## config.mk

```make
export PLATFORM = sky130hd
export DESIGN_NAME = seq_shift_add_mult_ctrl
export DESIGN_NICKNAME = d
export VERILOG_FILES = /design/src/rtl/seq_shift_add_mult_ctrl_pkg.sv /design/src/rtl/seq_shift_add_mult_ctrl_adder.sv /design/src/rtl/seq_shift_add_mult_ctrl.sv
export SDC_FILE = /design/constraint.sdc
export NUM_CORES = 1
export LEC_CHECK = 0
export CORE_MARGIN = 2
export CORE_UTILIZATION = 51
export DETAILED_ROUTE_END_ITERATION = 6
export PLACE_DENSITY = 0.88
export SLEW_MARGIN = 20
export SYNTH_ARGS = -nofsm -noshare
export SYNTH_HDL_FRONTEND = slang
export SYNTH_SLANG_ARGS = --single-unit
```

## constraint.sdc

```tcl
create_clock -name clk -period 6.2 [get_ports clk]
set_clock_uncertainty 0.2 [all_clocks]
set_input_delay 1.24 -clock clk [delete_from_list [all_inputs] [get_ports clk]]
set_output_delay 1.24 -clock clk [all_outputs]
set_load 0.01 [all_outputs]
```

## src/rtl/seq_shift_add_mult_ctrl_pkg.sv

```systemverilog
// seq_shift_add_mult_ctrl_pkg: shared state encoding and sizing helpers for the shift-add multiplier
package mult_pkg;
  localparam logic [1:0] ST_IDLE = 2'd0;
  localparam logic [1:0] ST_RUN = 2'd1;
  localparam logic [1:0] ST_DONE = 2'd2;
  localparam int DEF_WIDTH = 4;
  localparam int CNT_W = $clog2(DEF_WIDTH + 1);
  typedef enum logic [1:0] {IDLE = ST_IDLE, RUN = ST_RUN, DONE = ST_DONE} state_t;
  function automatic int cnt_w(input int w);
    return $clog2(w + 1);
  endfunction
endpackage

```

## src/rtl/seq_shift_add_mult_ctrl_adder.sv

```systemverilog
// seq_shift_add_mult_ctrl_adder: WIDTH-bit ripple adder built from chained full_adder cells
module full_adder (
  input  logic a,
  input  logic b,
  input  logic ci,
  output logic s,
  output logic co
);
  assign s = a ^ b ^ ci;
  assign co = (a & b) | (ci & (a ^ b));
endmodule

module ripple_adder_w #(
  parameter int WIDTH = 4
) (
  input  logic [WIDTH-1:0] a,
  input  logic [WIDTH-1:0] b,
  input  logic             cin,
  output logic [WIDTH-1:0] sum,
  output logic             cout
);
  logic [WIDTH:0] c;
  assign c[0] = cin;
  assign cout = c[WIDTH];
  for (genvar i = 0; i < WIDTH; i++) begin : g_fa
    full_adder u_fa (.a(a[i]), .b(b[i]), .ci(c[i]), .s(sum[i]), .co(c[i+1]));
  end
endmodule

```

## src/rtl/seq_shift_add_mult_ctrl.sv

```systemverilog
// seq_shift_add_mult_ctrl: sequential shift-add multiplier sharing one ripple adder; SHIFT_ADD_EARLY_TERM_EN enables early termination
module seq_shift_add_mult_ctrl
  import mult_pkg::*;
#(
  parameter int WIDTH = 4
) (
  input  logic               clk,
  input  logic               rst,
  input  logic               in_valid,
  output logic               in_ready,
  input  logic [WIDTH-1:0]   a,
  input  logic [WIDTH-1:0]   b,
  output logic               out_valid,
  input  logic               out_ready,
  output logic [2*WIDTH-1:0] p,
  output logic               busy
);
  localparam int CW = cnt_w(WIDTH);
  localparam logic [CW-1:0] LAST = CW'(WIDTH - 1);
  state_t state, state_n;
  logic [WIDTH-1:0] mcand, acc, q, addend, s, acc_n, q_n;
  logic carry, c, finish;
  logic [CW-1:0] count;
  logic [2*WIDTH-1:0] p_n;
  assign addend = q[0] ? mcand : '0;
  // carry is the bit shifted out above acc; it is always zero after the shift, so as carry-in it adds nothing
  ripple_adder_w #(.WIDTH(WIDTH)) u_add (.a(acc), .b(addend), .cin(carry), .sum(s), .cout(c));
  assign acc_n = {c, s[WIDTH-1:1]};
  assign q_n = {s[0], q[WIDTH-1:1]};
`ifdef SHIFT_ADD_EARLY_TERM_EN
  logic [CW-1:0] shamt;
  logic [WIDTH-1:0] rem_mask;
  // after this step the low shamt bits of q_n are still-unconsumed multiplier bits
  assign shamt = LAST - count;
  assign rem_mask = (WIDTH'(1) << shamt) - WIDTH'(1);
  assign finish = (q_n & rem_mask) == '0;
  assign p_n = {acc_n, q_n} >> shamt;
`else
  assign finish = count == LAST;
  assign p_n = {acc_n, q_n};
`endif
  // state register
  always_ff @(posedge clk) begin
    state <= rst ? IDLE : state_n;
  end
  // next-state logic
  always_comb begin
    state_n = state == IDLE ? (in_valid ? RUN : IDLE) :
              state == RUN  ? (finish ? DONE : RUN) :
              state == DONE ? (out_ready ? IDLE : DONE) : IDLE;
  end
  // handshake and status outputs decoded from state
  always_comb begin
    in_ready = state == IDLE;
    out_valid = state == DONE;
    busy = state == RUN;
  end
  // datapath: load on accept, shift-add while running, capture product on the final step
  always_ff @(posedge clk) begin
    if (rst) begin
      mcand <= '0;
      acc <= '0;
      q <= '0;
      carry <= 1'b0;
      count <= '0;
      p <= '0;
    end else if (in_ready && in_valid) begin
      mcand <= a;
      q <= b;
      acc <= '0;
      carry <= 1'b0;
      count <= '0;
    end else if (busy) begin
      acc <= acc_n;
      q <= q_n;
      carry <= 1'b0;
      count <= count + 1'b1;
      if (finish) p <= p_n;
    end
  end
endmodule

```

==> flow_metrics.tcl <==
set metrics [dict create \
    synth-edff-count 0 \
    worst-r2r-cell-count 9 \
    cts_sinks 25 \
    coreArea_sq_um 2150 \
    cts_buffers 3 \
    place_hpwl_um 1520 \
    worst-path-buf-inv 2 \
    grt_pass1_vias 833 \
    mostFrequentLayoutCells "dfxtp_1, clkdlybuf4s50_1, nand2_1" \
    antenna_cells 0 \
    ys.flop_type "dfxtp_1" \
    syn_area_sq_um 1130 \
    worstPathMaxFanout 15 \
    syn_nets 143 \
    routed_wl_um 2080 \
    dp_slack_ns 3.04 \
    crit_type "flop to output pin" \
    place.gp.congestion 0.826 \
    max_freq_ghz 0.284 \
    critPathSlowestCell "clkdlybuf4s50_1" \
    ys_seq_area_frac 0.444 \
    critPathCaptureType "output pin" \
    cts_tree "done" \
    wl_per_cell_um 12.0 \
    clock_latency_ns 0.31 \
    hold_path_depth 2 \
    fp-row-count 17 \
    total_power_uw 283 \
    crit_family "buffers and inverters" \
    min-delay-start "p[2]" \
    routed_via_density 5.05 \
    crit_path_max_incr_delay_ns 0.63 \
    die_w_um 51.0 \
    min_to "p[2]" \
    drtPass1Iterations 4 \
    h-tree-depth 1 \
    drv_cap 0 \
    rr_endpoint "p[6]" \
    hold_viol 0 \
    crit_arrival_ns 2.08 \
    postCtsResizedCells 0 \
    clockBufferDepth 2 \
    grt_max_degree 20 \
    grt_antenna_before_repair 0 \
    ys_warn_count 0 \
    vdd_drop_max_mv 0.122 \
    pwr-share-comb 0.138 \
    grt.overflow.total 0 \
    final.period_utilization 0.568 \
    area_growth_pct 21.6 \
    tns_ns 0 \
    ios 23 \
    power_density_nw_per_um2 207 \
    grt_pass1_wl_um 3570 \
    p_int_uw 212 \
    rr_startpoint "q[0]" \
    pwr-share-seq 0.613 \
    remaining_drc_errors 0 \
    tightest_slew_ns 0.694 \
    portBuffers 22 \
    final_common_cell "dfxtp_1" \
    drtAntennaViolNets 0 \
    synth-seq-cells 25 \
    synth_cells 125 \
    cp-start-kind "flop" \
    worstPathCellList "nand2b_1, inv_1, clkdlybuf4s50_1" \
    status "completed" \
    vias 874 \
    slew_headroom 0.536 \
    ys_top_cells_by_area "dfxtp_1, nand2_1, a21oi_1, fa_1, nor2_1" \
    clockPowerShare 0.249 \
    finalSetupViolations 0 \
    reg2reg_slack_ns 3.83 \
    fin_hold_ws_ns 0.264 \
    switching_power_uw 71.6 \
    p_sw_frac 0.253 \
    drive_gt1_frac 0.0828 \
    die_y_um 51.0 \
    track_usage 0.182 \
    min_path_type "flop to flop" \
    drt_iter0_drc 21 \
    cts-root-buf "clkbuf_4" \
    cts_setup_buffers 0 \
    leakagePower_nw 0.501 \
    start_util 0.524 \
    synth_area_per_cell_sq_um 9.01 \
    slew_viol_final 0 \
    yosysUniqueCellTypes 27 \
    worst_slack_ns 2.68 \
    synthArstFlopShare 0 \
    grt_setup_unrepaired "no" \
    required_ns 4.76 \
    yosys.area.top_type "dfxtp_1" \
    nets 164 \
    finalCriticalPeriod_ns 3.52 \
    die_area_sq_um 2600 \
    yosysTopAreaCellShare 0.444 \
    path_clk_slew_ns 0.14 \
    holdBufCountCts 0 \
]
-- flip-flops by register name, summed over array words and instances, names as in the netlist --
name   count
p          8
count      3
mcand      4
state      2
q          4
acc        4
-- worst max path at each step --
stage	from	endpoint	slack, ns	depth (start not counted)
3_5_place_dp	state[0]	busy	3.04	3
3_3_place_gp	state[0]	busy	3.13	3
2_1_floorplan	state[0]	busy	3.82	4
5_1_grt	state[0]	busy	2.53	3
4_1_cts	state[0]	busy	2.68	3
6_report	state[0]	busy	2.68	3
-- area by class of cell --
cell class / instances / area [sq um]
Tap cell: 28 / 35.0
Inverter: 10 / 37.5
Clock buffer: 3 / 22.5
Fill cell: 181 / 779
Timing Repair Buffer: 23 / 228
Clock inverter: 1 / 5.00
Sequential cell: 25 / 500
Multi-Input combinational cell: 83 / 541
-- Yosys cell counts, drive strengths merged, types with 2 or more instances --
master,count
dfxtp,25
nand2,18
nor2,16
a21oi,13
inv,10
a211oi,7
buf,4
mux2i,4
nand2b,4
clkbuf,3
fa,3
ha,3
a221oi,2
and2,2
nor3,2
or3b,2
-- cell families (layout without fill, tap and decap cells) --
| group | count (synthesis) | in the layout | share of synthesized area |
|---|---|---|---|
| and+or+nand+nor | 49 | 49 | 0.203 |
| DFF | 25 | 25 | 0.444 |
| AOI/OAI and AO/OA | 23 | 23 | 0.147 |
| buffers and inverters | 17 | 37 | 0.0756 |
| adders and majority gates | 6 | 6 | 0.0867 |
| muxes | 4 | 4 | 0.0356 |
| xor gates and xnor gates | 1 | 1 | 0.00778 |
-- worst register-to-register path, cell delays in order (launching register included) --
cell	delay, ns
dfxtp_1	0.43
and2_1	0.15
ha_1	0.14
inv_1	0.05
fa_1	0.35
inv_1	0.07
fa_1	0.15
inv_1	0.05
fa_1	0.47
a211oi_1	0.21
-- power by group through the flow --
| stage | Sequential [mW] | Clock (mW) | Combinational, mW |
|---|---|---|---|
| after floorplan | 0.175 | 0 | 0.0292 |
| final | 0.174 | 0.0706 | 0.0392 |
| after detailed placement | 0.177 | 0 | 0.0394 |
| after CTS | 0.174 | 0.0731 | 0.0395 |
| after global routing | 0.175 | 0.0803 | 0.0437 |
| after global placement | 0.177 | 0 | 0.0379 |
-- layer usage --
metal | share of wire | GRT usage | vias to the layer above
met5 | 0 | 0 | -
met4 | 0.0048 | 0.0676 | 0
met3 | 0.053 | 0.0292 | 2
met2 | 0.49 | 0.305 | 19
met1 | 0.45 | 0.235 | 404
li1 | - | - | 449
-- metrics by stage --
step / cell area, sq um / utilization / instances
5_1_grt: 1370 / 0.637 / 173
3_3_place_gp: 1340 / 0.624 / 169
6_report: 1370 / 0.637 / 173
2_1_floorplan: 1130 / - / 125
4_1_cts: 1370 / 0.637 / 173
3_5_place_dp: 1340 / 0.624 / 169
(Power assumes the default switching activity.)
